**src/rtl/decode_stage_hz_if.sv**
```systemverilog
// Signal bundle between IF/ID, writeback, execute and the decode stage.
// The slave modport is the decode stage; the master modport is whoever drives it.
interface decode_stage_hz_if #(
    parameter int XLEN  = 32,
    parameter int NREGS = 32
);
    localparam int RW = $clog2(NREGS);

    logic            if_valid;
    logic [31:0]     if_ir;
    logic [XLEN-1:0] if_pc;
    logic            wb_we;
    logic [RW-1:0]   wb_rd;
    logic [XLEN-1:0] wb_data;
    logic            ex_flush;
    logic            stall;
    logic            ex_valid;
    logic [XLEN-1:0] ex_pc;
    logic [XLEN-1:0] ex_a;
    logic [XLEN-1:0] ex_b;
    logic [XLEN-1:0] ex_imm;
    logic [RW-1:0]   ex_rd;
    logic [RW-1:0]   ex_rs1;
    logic [RW-1:0]   ex_rs2;
    logic [2:0]      ex_funct3;
    logic            ex_funct7b5;
    logic            ex_regwrite;
    logic            ex_memread;
    logic            ex_memwrite;
    logic            ex_branch;
    logic            ex_jump;
    logic            ex_alusrc_imm;
    logic [1:0]      ex_wb_sel;
    logic            ex_illegal;

    modport master (
        output if_valid, if_ir, if_pc, wb_we, wb_rd, wb_data, ex_flush,
        input  stall, ex_valid, ex_pc, ex_a, ex_b, ex_imm, ex_rd, ex_rs1, ex_rs2,
               ex_funct3, ex_funct7b5, ex_regwrite, ex_memread, ex_memwrite,
               ex_branch, ex_jump, ex_alusrc_imm, ex_wb_sel, ex_illegal
    );

    modport slave (
        input  if_valid, if_ir, if_pc, wb_we, wb_rd, wb_data, ex_flush,
        output stall, ex_valid, ex_pc, ex_a, ex_b, ex_imm, ex_rd, ex_rs1, ex_rs2,
               ex_funct3, ex_funct7b5, ex_regwrite, ex_memread, ex_memwrite,
               ex_branch, ex_jump, ex_alusrc_imm, ex_wb_sel, ex_illegal
    );
endinterface

```
**src/rtl/decode_stage_hz.sv**
```systemverilog
// RV32I decode stage: register file with write-through bypass, control decode,
// load-use stall/bubble, flush, and the ID/EX pipeline register.
module decode_stage_hz #(
    parameter int XLEN  = 32,
    parameter int NREGS = 32
) (
    input logic              clk,
    input logic              rst,
    decode_stage_hz_if.slave bus
);
    localparam int RW = $clog2(NREGS);

    localparam logic [6:0] OP_R      = 7'b0110011;
    localparam logic [6:0] OP_IALU   = 7'b0010011;
    localparam logic [6:0] OP_LOAD   = 7'b0000011;
    localparam logic [6:0] OP_STORE  = 7'b0100011;
    localparam logic [6:0] OP_BRANCH = 7'b1100011;
    localparam logic [6:0] OP_JAL    = 7'b1101111;
    localparam logic [6:0] OP_JALR   = 7'b1100111;
    localparam logic [6:0] OP_LUI    = 7'b0110111;
    localparam logic [6:0] OP_AUIPC  = 7'b0010111;

    typedef struct packed {
        logic            valid;
        logic [XLEN-1:0] pc;
        logic [XLEN-1:0] a;
        logic [XLEN-1:0] b;
        logic [XLEN-1:0] imm;
        logic [RW-1:0]   rd;
        logic [RW-1:0]   rs1;
        logic [RW-1:0]   rs2;
        logic [2:0]      funct3;
        logic            funct7b5;
        logic            regwrite;
        logic            memread;
        logic            memwrite;
        logic            branch;
        logic            jump;
        logic            alusrcImm;
        logic [1:0]      wbSel;
        logic            illegal;
    } idex_t;

    logic [XLEN-1:0]    regs_q [NREGS];
    idex_t              ex_q;
    idex_t              ex_d;
    idex_t              dec;
    logic [31:0]        ir;
    logic [6:0]         opcode;
    logic [RW-1:0]      rs1Idx;
    logic [RW-1:0]      rs2Idx;
    logic [XLEN-1:0]    rs1Val;
    logic [XLEN-1:0]    rs2Val;
    logic signed [31:0] immI, immS, immB, immU, immJ, imm32;
    logic               rs1Used;
    logic               rs2Used;
    logic               hazard;
    logic               stallInt;

    assign ir     = bus.if_ir;
    assign opcode = ir[6:0];
    assign rs1Idx = RW'(ir[19:15]);
    assign rs2Idx = RW'(ir[24:20]);

    assign immI = {{20{ir[31]}}, ir[31:20]};
    assign immS = {{20{ir[31]}}, ir[31:25], ir[11:7]};
    assign immB = {{19{ir[31]}}, ir[31], ir[7], ir[30:25], ir[11:8], 1'b0};
    assign immU = {ir[31:12], 12'b0};
    assign immJ = {{11{ir[31]}}, ir[31], ir[19:12], ir[20], ir[30:21], 1'b0};

    // A writeback to the register being read this cycle is forwarded straight through.
    assign rs1Val = (rs1Idx == '0) ? '0 :
                    (bus.wb_we && bus.wb_rd == rs1Idx) ? bus.wb_data : regs_q[rs1Idx];
    assign rs2Val = (rs2Idx == '0) ? '0 :
                    (bus.wb_we && bus.wb_rd == rs2Idx) ? bus.wb_data : regs_q[rs2Idx];

    always_ff @(posedge clk or posedge rst) begin
        if (rst) begin
            for (int i = 0; i < NREGS; i++) regs_q[i] <= '0;
        end else if (bus.wb_we && bus.wb_rd != '0) begin
            regs_q[bus.wb_rd] <= bus.wb_data;
        end
    end

    always_comb begin
        dec          = '0;
        imm32        = '0;
        rs1Used      = 1'b0;
        rs2Used      = 1'b0;
        dec.valid    = bus.if_valid;
        dec.pc       = bus.if_pc;
        dec.a        = rs1Val;
        dec.b        = rs2Val;
        dec.rd       = RW'(ir[11:7]);
        dec.rs1      = rs1Idx;
        dec.rs2      = rs2Idx;
        dec.funct3   = ir[14:12];
        dec.funct7b5 = ir[30];
        case (opcode)
            OP_R:      begin dec.regwrite = 1'b1; rs1Used = 1'b1; rs2Used = 1'b1; end
            OP_IALU:   begin dec.regwrite = 1'b1; dec.alusrcImm = 1'b1; rs1Used = 1'b1; imm32 = immI; end
            OP_LOAD:   begin dec.regwrite = 1'b1; dec.memread = 1'b1; dec.alusrcImm = 1'b1;
                             dec.wbSel = 2'd1; rs1Used = 1'b1; imm32 = immI; end
            OP_STORE:  begin dec.memwrite = 1'b1; dec.alusrcImm = 1'b1; rs1Used = 1'b1;
                             rs2Used = 1'b1; imm32 = immS; end
            OP_BRANCH: begin dec.branch = 1'b1; rs1Used = 1'b1; rs2Used = 1'b1; imm32 = immB; end
            OP_JAL:    begin dec.jump = 1'b1; dec.regwrite = 1'b1; dec.wbSel = 2'd2; imm32 = immJ; end
            OP_JALR:   begin dec.jump = 1'b1; dec.regwrite = 1'b1; dec.alusrcImm = 1'b1;
                             dec.wbSel = 2'd2; rs1Used = 1'b1; imm32 = immI; end
            OP_LUI, OP_AUIPC: begin dec.regwrite = 1'b1; dec.alusrcImm = 1'b1; imm32 = immU; end
            default:   dec.illegal = 1'b1;
        endcase
        dec.imm = XLEN'(imm32);
        // An empty IF/ID slot carries its data through but must never act.
        if (!bus.if_valid) begin
            dec.regwrite  = 1'b0;
            dec.memread   = 1'b0;
            dec.memwrite  = 1'b0;
            dec.branch    = 1'b0;
            dec.jump      = 1'b0;
            dec.alusrcImm = 1'b0;
            dec.wbSel     = 2'd0;
            dec.illegal   = 1'b0;
        end
    end

    assign hazard   = ex_q.valid && ex_q.memread && ex_q.rd != '0 &&
                      ((rs1Used && ex_q.rd == rs1Idx) || (rs2Used && ex_q.rd == rs2Idx));
    assign stallInt = !bus.ex_flush && bus.if_valid && hazard;

    always_comb begin
        ex_d = dec;
        if (bus.ex_flush || stallInt) ex_d = '0;
    end

    always_ff @(posedge clk or posedge rst) begin
        if (rst) ex_q <= '0;
        else     ex_q <= ex_d;
    end

    assign bus.stall         = stallInt;
    assign bus.ex_valid      = ex_q.valid;
    assign bus.ex_pc         = ex_q.pc;
    assign bus.ex_a          = ex_q.a;
    assign bus.ex_b          = ex_q.b;
    assign bus.ex_imm        = ex_q.imm;
    assign bus.ex_rd         = ex_q.rd;
    assign bus.ex_rs1        = ex_q.rs1;
    assign bus.ex_rs2        = ex_q.rs2;
    assign bus.ex_funct3     = ex_q.funct3;
    assign bus.ex_funct7b5   = ex_q.funct7b5;
    assign bus.ex_regwrite   = ex_q.regwrite;
    assign bus.ex_memread    = ex_q.memread;
    assign bus.ex_memwrite   = ex_q.memwrite;
    assign bus.ex_branch     = ex_q.branch;
    assign bus.ex_jump       = ex_q.jump;
    assign bus.ex_alusrc_imm = ex_q.alusrcImm;
    assign bus.ex_wb_sel     = ex_q.wbSel;
    assign bus.ex_illegal    = ex_q.illegal;
endmodule

```
**src/flat_wrapper.sv**
```systemverilog
// flat-port wrapper written by rule: the top's interface ports become plain ports
module decode_stage_hz_flat 
#(
    parameter int XLEN  = 32,
    parameter int NREGS = 32
)
  (clk, rst, bus_if_valid, bus_if_ir, bus_if_pc, bus_wb_we, bus_wb_rd, bus_wb_data, bus_ex_flush, bus_stall, bus_ex_valid, bus_ex_pc, bus_ex_a, bus_ex_b, bus_ex_imm, bus_ex_rd, bus_ex_rs1, bus_ex_rs2, bus_ex_funct3, bus_ex_funct7b5, bus_ex_regwrite, bus_ex_memread, bus_ex_memwrite, bus_ex_branch, bus_ex_jump, bus_ex_alusrc_imm, bus_ex_wb_sel, bus_ex_illegal);
  decode_stage_hz_if #(.XLEN(XLEN), .NREGS(NREGS)) bus_i ();
  input logic clk;
  input logic rst;
  input wire logic [$bits(bus_i.if_valid)-1:0] bus_if_valid;
  input wire logic [$bits(bus_i.if_ir)-1:0] bus_if_ir;
  input wire logic [$bits(bus_i.if_pc)-1:0] bus_if_pc;
  input wire logic [$bits(bus_i.wb_we)-1:0] bus_wb_we;
  input wire logic [$bits(bus_i.wb_rd)-1:0] bus_wb_rd;
  input wire logic [$bits(bus_i.wb_data)-1:0] bus_wb_data;
  input wire logic [$bits(bus_i.ex_flush)-1:0] bus_ex_flush;
  output wire logic [$bits(bus_i.stall)-1:0] bus_stall;
  output wire logic [$bits(bus_i.ex_valid)-1:0] bus_ex_valid;
  output wire logic [$bits(bus_i.ex_pc)-1:0] bus_ex_pc;
  output wire logic [$bits(bus_i.ex_a)-1:0] bus_ex_a;
  output wire logic [$bits(bus_i.ex_b)-1:0] bus_ex_b;
  output wire logic [$bits(bus_i.ex_imm)-1:0] bus_ex_imm;
  output wire logic [$bits(bus_i.ex_rd)-1:0] bus_ex_rd;
  output wire logic [$bits(bus_i.ex_rs1)-1:0] bus_ex_rs1;
  output wire logic [$bits(bus_i.ex_rs2)-1:0] bus_ex_rs2;
  output wire logic [$bits(bus_i.ex_funct3)-1:0] bus_ex_funct3;
  output wire logic [$bits(bus_i.ex_funct7b5)-1:0] bus_ex_funct7b5;
  output wire logic [$bits(bus_i.ex_regwrite)-1:0] bus_ex_regwrite;
  output wire logic [$bits(bus_i.ex_memread)-1:0] bus_ex_memread;
  output wire logic [$bits(bus_i.ex_memwrite)-1:0] bus_ex_memwrite;
  output wire logic [$bits(bus_i.ex_branch)-1:0] bus_ex_branch;
  output wire logic [$bits(bus_i.ex_jump)-1:0] bus_ex_jump;
  output wire logic [$bits(bus_i.ex_alusrc_imm)-1:0] bus_ex_alusrc_imm;
  output wire logic [$bits(bus_i.ex_wb_sel)-1:0] bus_ex_wb_sel;
  output wire logic [$bits(bus_i.ex_illegal)-1:0] bus_ex_illegal;
  assign bus_i.if_valid = bus_if_valid;
  assign bus_i.if_ir = bus_if_ir;
  assign bus_i.if_pc = bus_if_pc;
  assign bus_i.wb_we = bus_wb_we;
  assign bus_i.wb_rd = bus_wb_rd;
  assign bus_i.wb_data = bus_wb_data;
  assign bus_i.ex_flush = bus_ex_flush;
  assign bus_stall = bus_i.stall;
  assign bus_ex_valid = bus_i.ex_valid;
  assign bus_ex_pc = bus_i.ex_pc;
  assign bus_ex_a = bus_i.ex_a;
  assign bus_ex_b = bus_i.ex_b;
  assign bus_ex_imm = bus_i.ex_imm;
  assign bus_ex_rd = bus_i.ex_rd;
  assign bus_ex_rs1 = bus_i.ex_rs1;
  assign bus_ex_rs2 = bus_i.ex_rs2;
  assign bus_ex_funct3 = bus_i.ex_funct3;
  assign bus_ex_funct7b5 = bus_i.ex_funct7b5;
  assign bus_ex_regwrite = bus_i.ex_regwrite;
  assign bus_ex_memread = bus_i.ex_memread;
  assign bus_ex_memwrite = bus_i.ex_memwrite;
  assign bus_ex_branch = bus_i.ex_branch;
  assign bus_ex_jump = bus_i.ex_jump;
  assign bus_ex_alusrc_imm = bus_i.ex_alusrc_imm;
  assign bus_ex_wb_sel = bus_i.ex_wb_sel;
  assign bus_ex_illegal = bus_i.ex_illegal;
  decode_stage_hz #(.XLEN(XLEN), .NREGS(NREGS)) u_core (.clk(clk), .rst(rst), .bus(bus_i));
endmodule
```
**config.mk**
```make
export PLATFORM = sky130hd
export DESIGN_NAME = decode_stage_hz_flat
export DESIGN_NICKNAME = d
export VERILOG_FILES = /design/src/rtl/decode_stage_hz_if.sv /design/src/rtl/decode_stage_hz.sv /design/src/flat_wrapper.sv
export SDC_FILE = /design/constraint.sdc
export NUM_CORES = 2
export LEC_CHECK = 0
export CORE_ASPECT_RATIO = 0.9
export CORE_MARGIN = 8
export CORE_UTILIZATION = 35
export DETAILED_ROUTE_END_ITERATION = 8
export PLACE_DENSITY = 0.51
export SYNTH_ARGS = -nofsm -noshare
export SYNTH_HDL_FRONTEND = slang
export SYNTH_SLANG_ARGS = --single-unit
```
**constraint.sdc**
```tcl
create_clock -name clk -period 57.7 [get_ports clk]
set_clock_uncertainty 0.15 [all_clocks]
set_input_delay 11.54 -clock clk [delete_from_list [all_inputs] [get_ports clk]]
set_output_delay 11.54 -clock clk [all_outputs]
set_load 0.05 [all_outputs]
```
# Yosys cells after proc, flatten, opt, wreduce, memory -nomap -nowiden
# Cells that the tools add are included.
[totals]
ff_bits = 1181
inputBits = 106
out_inout_bits = 158
word_cells = 122
[op_classes]
n_lt_le_gt_ge = 4
n_eq_ne = 13
mux = 26
bitwise_logic = 3
n_reduce_logical = 26
[ops]
columns = ["cell", "n"]
rows = [
  ["$bwmux W1024", 1],
  ["$bmux W32 S5", 2],
  ["$mux W32", 9],
  ["$demux W32 S5", 1],
  ["$pmux W32 S5", 1],
  ["$mux W157", 1],
  ["$eq A7 B6 Y1 const B", 3],
  ["$eq A7 B7 Y1 const B", 3],
  ["$eq A5 B5 Y1", 4],
  ["$ge A6 B6 Y1 const B", 3],
  ["$not A5 Y6", 3],
  ["$eq A7 B5 Y1 const B", 2],
  ["$reduce_or A6 Y1", 2],
  ["$logic_and A1 B1 Y1", 11],
  ["$logic_not A5 Y1", 2],
  ["$reduce_bool A5 Y1", 2],
  ["$mux W1", 9],
  ["$mux W9", 1],
  ["$reduce_or A9 Y1", 1],
  ["$eq A7 B2 Y1 const B", 1],
  ["$reduce_or A7 Y1", 1],
  ["$lt A6 B1 Y1 const B", 1],
  ["$reduce_or A3 Y1", 2],
  ["$pmux W2 S2", 1],
  ["3 further kinds", 5],
]

# Longest topological paths before layout
[depth]
depth_word = 9
depth_mapped = 9

# Least setup slack after synthesis
# OpenSTA, ideal clock, no wires.
[synth_path]
path_kind = "input to output"
from = "input bus_if_ir[5]"
to = "output bus_stall"
arrival_time_ns = 13.185
required_time_ns = 46.010
slack_ns = 32.825
path_stages = 7
n_path_buf = 3
cell_sequence = "buf_2 -> nand2b_4 -> a2111oi_2 -> nand4_1 -> a2111oi_4 -> buf_4 -> buf_4"
[synth_via]
elab_chain_len = 7
elab_cells_between_ends = 15
cone_classes = "eq/ne (6); mux (2); reduce/logical (7)"
[synth_lines]
columns = ["element", "line", "source"]
rows = [
  ["start, declared", "flat_wrapper.sv:12", "input wire logic [$bits(bus_i.if_ir)-1:0] bus_if_ir;"],
  ["$eq A7 B7 Y1, or another cell as far along", "decode_stage_hz.sv:99", "case (opcode)"],
  ["$reduce_or A6 Y1 (no line) or $reduce_or A3 Y1 (tied branches)", "n/a", ""],
  ["$mux W1", "decode_stage_hz.sv:99", ""],
  ["$logic_and A1 B1 Y1", "decode_stage_hz.sv:128", "((rs1Used && ex_q.rd == rs1Idx) || (rs2Used && ex_q.rd == rs2Idx));"],
  ["$logic_or A1 B1 Y1 (*)", "decode_stage_hz.sv:128", ""],
  ["$logic_and A1 B1 Y1 (*)", "decode_stage_hz.sv:127", "assign hazard = ex_q.valid && ex_q.memread && ex_q.rd != '0 &&"],
  ["$logic_and A1 B1 Y1 (*)", "decode_stage_hz.sv:129", "assign stallInt = !bus.ex_flush && bus.if_valid && hazard;"],
  ["end, declared", "flat_wrapper.sv:18", "output wire logic [$bits(bus_i.stall)-1:0] bus_stall;"],
]
# Mark *: on every way between the ends. The rest lies on a longest branch, timed or not.

# Worst setup path in the final report
[layout_path]
from = "input bus_if_ir[6]"
to = "output bus_stall"
# Same word-level chain as after synthesis.

==> impl_summary.log <==
INFO  metric result_of_the_run = finished, final reports clean
INFO  metric yosys.area_share.simple = roughly 5.3%
INFO  metric post_cts_hold_buffer_count = 0
INFO  metric vias_per_cell = around 6
INFO  metric min_period = approximately 26 ns
INFO  metric detail_route.drc_violations = 0
INFO  metric netlist_top_cells_area = dfrtp_1 (49%), mux2_2 (18%), mux4_2 (17%)
INFO  metric power_leakage = 0.0292 uW
INFO  metric postSynthCellCount = between 4,000 and 5,000
INFO  metric synth_mux_area_share = between 30 and 40%
INFO  metric tightest_slew = 1.26 ns
INFO  metric vert_die_dim = around 410 um
INFO  metric worst_skew_pair.late_latency = around 0.79 ns
INFO  metric wire_length_of_the_first_global_routing_pass = between 300,000 and 400,000 um
INFO  metric ys_seq_area_share = 48.8%
INFO  metric end_kind = output port
INFO  metric timing_worst_setup_path_type = input pin to output port
INFO  metric clk_root_buffer_cell = clkbuf_16
INFO  metric synth_top_cells_by_count = dfrtp_1 (1,180), mux2_2 (992), mux4_2 (444)
INFO  metric grt_antenna_before_repair = 11
INFO  metric combinational_share_of_power = a little under a fifth
INFO  metric p_int = about 1800 uW
INFO  metric timing.final.max_slew_violations = 0
INFO  metric drv_cap = 0
INFO  metric firstDrtPassIters = 6
INFO  metric switchingPower = 675 uW
INFO  metric sw_frac_of_total = around 27%
INFO  metric combined_flip_flop_and_latch_cell_area = around 0.03 mm^2
INFO  metric rr_worst_depth = 6
INFO  metric clkTransAtPathRegs = 0.05 ns
INFO  metric layout-area-overhead-vs-synth = 15.5%
INFO  metric fp.dieArea = ~0.19 mm^2
INFO  metric fraction_of_final_layout_cells_sized_beyond_drive_strength_1 = approximately 42%
INFO  metric syn-cell-area = approximately 0.06 mm^2
INFO  metric synthMostInstantiatedCell = dfrtp_1
INFO  metric ys_flop_type = dfrtp_1
INFO  metric worstSetupStartpointType = input pin
INFO  metric timing.fmax = between 0.03 and 0.04 GHz
INFO  metric grt_pass1_vias = approximately 41,000
INFO  metric multi_input_comb_area = slightly below 0.03 mm^2
INFO  metric port_buffers = roughly 260
INFO  metric ir_drop = approximately 0.000024 V
INFO  metric die_width = between 400 and 500 um
INFO  metric finalPower = around 2500 uW
INFO  metric share_of_the_synthesized_netlist_area_taken_by_xor_and_xnor_gates = less than 1%
INFO  metric dominant_combinational_cell_family_by_area_after_synthesis = multiplexers
INFO  metric post_cts.repair.setup_buffers = 0
INFO  metric cts_num_sinks = between 1,000 and 1,500
INFO  metric top_level_ports = around 260
INFO  metric wl = between 200,000 and 250,000 um
INFO  metric clock_tree_from_tritoncts = done
INFO  metric yosys_warnings = 0
INFO  metric synth_top_area_cell = dfrtp_1
INFO  metric final_worst_path_period_share = roughly 45%
INFO  metric synth_enable_flop_cells = 0
INFO  metric worst_hold_path.num_cells = 0
INFO  metric power_per_cell_area = approximately 35 mW/mm^2
INFO  metric h_tree_lvl_count = 4
INFO  metric core.rowCount = ~140
INFO  metric clockPowerShare = a little under two fifths
INFO  metric design.core.area = between 0.15 and 0.2 mm^2
INFO  metric finalSetupViolations = 0
INFO  metric dp_hpwl = roughly 120,000 um
INFO  metric start_util = a little over a third
INFO  metric grt_overflow = 0
INFO  metric synth_area_per_cell = 14.3 um^2
INFO  metric critical_path_arrival = about 14 ns
INFO  metric post-synth-top-area-fraction = about half
INFO  metric fillerInstances = about 16,000
INFO  metric pwr-share-seq = 43.5%
INFO  metric timing.hold.worst.class = register to register
INFO  metric pin_count_of_the_biggest_net_entering_global_routing = about 160
INFO  metric antenna_left = 0
INFO  metric routability_driven_placement_congestion_ratio = 0.795
INFO  metric cts.repair.resized = 0
INFO  metric count_of_distinct_cell_types_in_the_synthesized_netlist = 54
INFO  metric final_hold_viol_count = 0
INFO  metric synth-seq-cells = between 1,000 and 1,500
INFO  metric first_iter_violations = roughly 3,800
INFO  metric routed-via-count = a little under 40,000
INFO  metric crit_fanout = 14
INFO  metric mappedNetlistNets = ~4,300
INFO  metric track_usage = between 20% and 30%
INFO  metric fraction_of_registers_with_async_set_or_reset_after_synthesis = between 90% and 100%
INFO  metric worst_slew_margin_rel = between 10% and 20%
INFO  metric timing.critical_path.required = approximately 46 ns
INFO  metric cts.path.max_buffers = 3
INFO  metric setup_repair_after_global_routing_missed_its_margin = false
INFO  metric yosys.area_share.adder = 0%
INFO  metric finalNetCount = ~4,400
INFO  metric numCtsBuffers = 141
INFO  metric routed_length_per_instance = between 30 and 40 um
INFO  metric timing.setup.tns = 0 ns
INFO  metric synth_compound_area_share = between 4 and 5%
-- per-layer routing --
layer	vias to the layer above	track usage, %	routed length (um)
met3	409	3.76	13800
met4	0	7.93	7460
met2	1565	33.4	93700
met5	-	0	0
li1	16300	-	-
met1	21500	31.4	92500
-- worst max-delay path, stage by stage --
cell and delay (ns):
clkdlybuf4s50_1 0.76, nor2b_1 0.13, a2111oi_2 0.37, nand4_1 0.20
a2111oi_4 0.55, clkdlybuf4s50_1 0.91
-- stage by stage --
stage               worst slack, ns  cells  util (%)  hold WS [ns]  cell area [um^2]
floorplan                     12.77   4230         -         0.291             60500
global placement              31.55   6381      38.0         0.227             65100
detailed placement            31.56   6381      38.0         0.232             65100
CTS                           31.54   6638      40.8         0.246             69900
global route                  31.42   6643      40.8         0.257             69900
finish                        31.55   6643      40.8         0.242             69900
-- layout make-up --
class,instances,area share [%]
antenna,5,0.0179
clock buffer,216,6.13
clock inverter,41,0.734
inverter,3,0.0268
multi-input combinational,2553,41.6
sequential,1180,42.2
tap,2263,4.05
timing repair buffer,382,5.20
-- kinds of logic (layout without fill, tap and decap cells) --
| kind of cell | after synthesis | in the layout |
|---|---|---|
| muxes | 1574 | 1574 |
| other | 0 | 5 |
| xor gates and xnor gates | 20 | 20 |
| buffers and inverters | 497 | 642 |
| and+or+nand+nor | 563 | 563 |
| DFF | 1180 | 1180 |
| AOI/OAI and AO/OA | 396 | 396 |
-- final timing paths --
check                                                from                                end  slack (ns)
setup / recovery                             bus_if_ir[6]                          bus_stall       31.55
hold / removal             u_core.regs_q[999]$_DFFE_PP0P_     u_core.regs_q[999]$_DFFE_PP0P_        0.24
setup reg to reg            u_core.bus.ex_rd[1]$_DFF_PP0_      u_core.bus.ex_b[14]$_DFF_PP0_       54.42
hold reg to reg            u_core.regs_q[999]$_DFFE_PP0P_     u_core.regs_q[999]$_DFFE_PP0P_        0.24
max in group asynchronous                             rst     u_core.regs_q[488]$_DFFE_PP0P_       42.55
min in group asynchronous                             rst  u_core.bus.ex_funct3[0]$_DFF_PP0_       11.10
-- registers in the layout (all words and copies together) (netlist names), 2 cells and up --
name,count
u_core.bus.ex_imm,32
u_core.bus.ex_wb_sel,2
u_core.bus.ex_rs1,5
u_core.bus.ex_b,32
u_core.bus.ex_rs2,5
u_core.bus.ex_a,32
u_core.bus.ex_rd,5
u_core.regs_q,1024
u_core.bus.ex_pc,32
u_core.bus.ex_funct3,3
-- cells in the final DEF (no fill, tap or decap), types with 35 or more instances in the layout --
cell type,netlist,final
dfrtp_1,1180,1180
mux2_2,992,992
mux4_2,444,444
clkdlybuf4s50_1,0,254
clkbuf_16,0,144
mux2i_1,138,138
nor2b_1,131,131
a211oi_1,127,127
buf_4,25,111
nor2_1,121,105
nor3_1,86,86
a22oi_1,66,66
o22ai_1,63,63
o41ai_1,64,62
nor3b_1,56,56
nor4_1,48,48
clkbuf_8,0,41
nand3b_1,35,35
-- power by group through the flow --
stage	sequential [uW]	clock, uW	combinational [uW]
4_1_cts	1070	940	476
3_5_place_dp	1080	0	475
2_1_floorplan	1080	0	338
5_1_grt	1090	972	505
6_report	1070	917	472
3_3_place_gp	1070	0	468
Note: power is estimated with default switching activity, not from simulation.
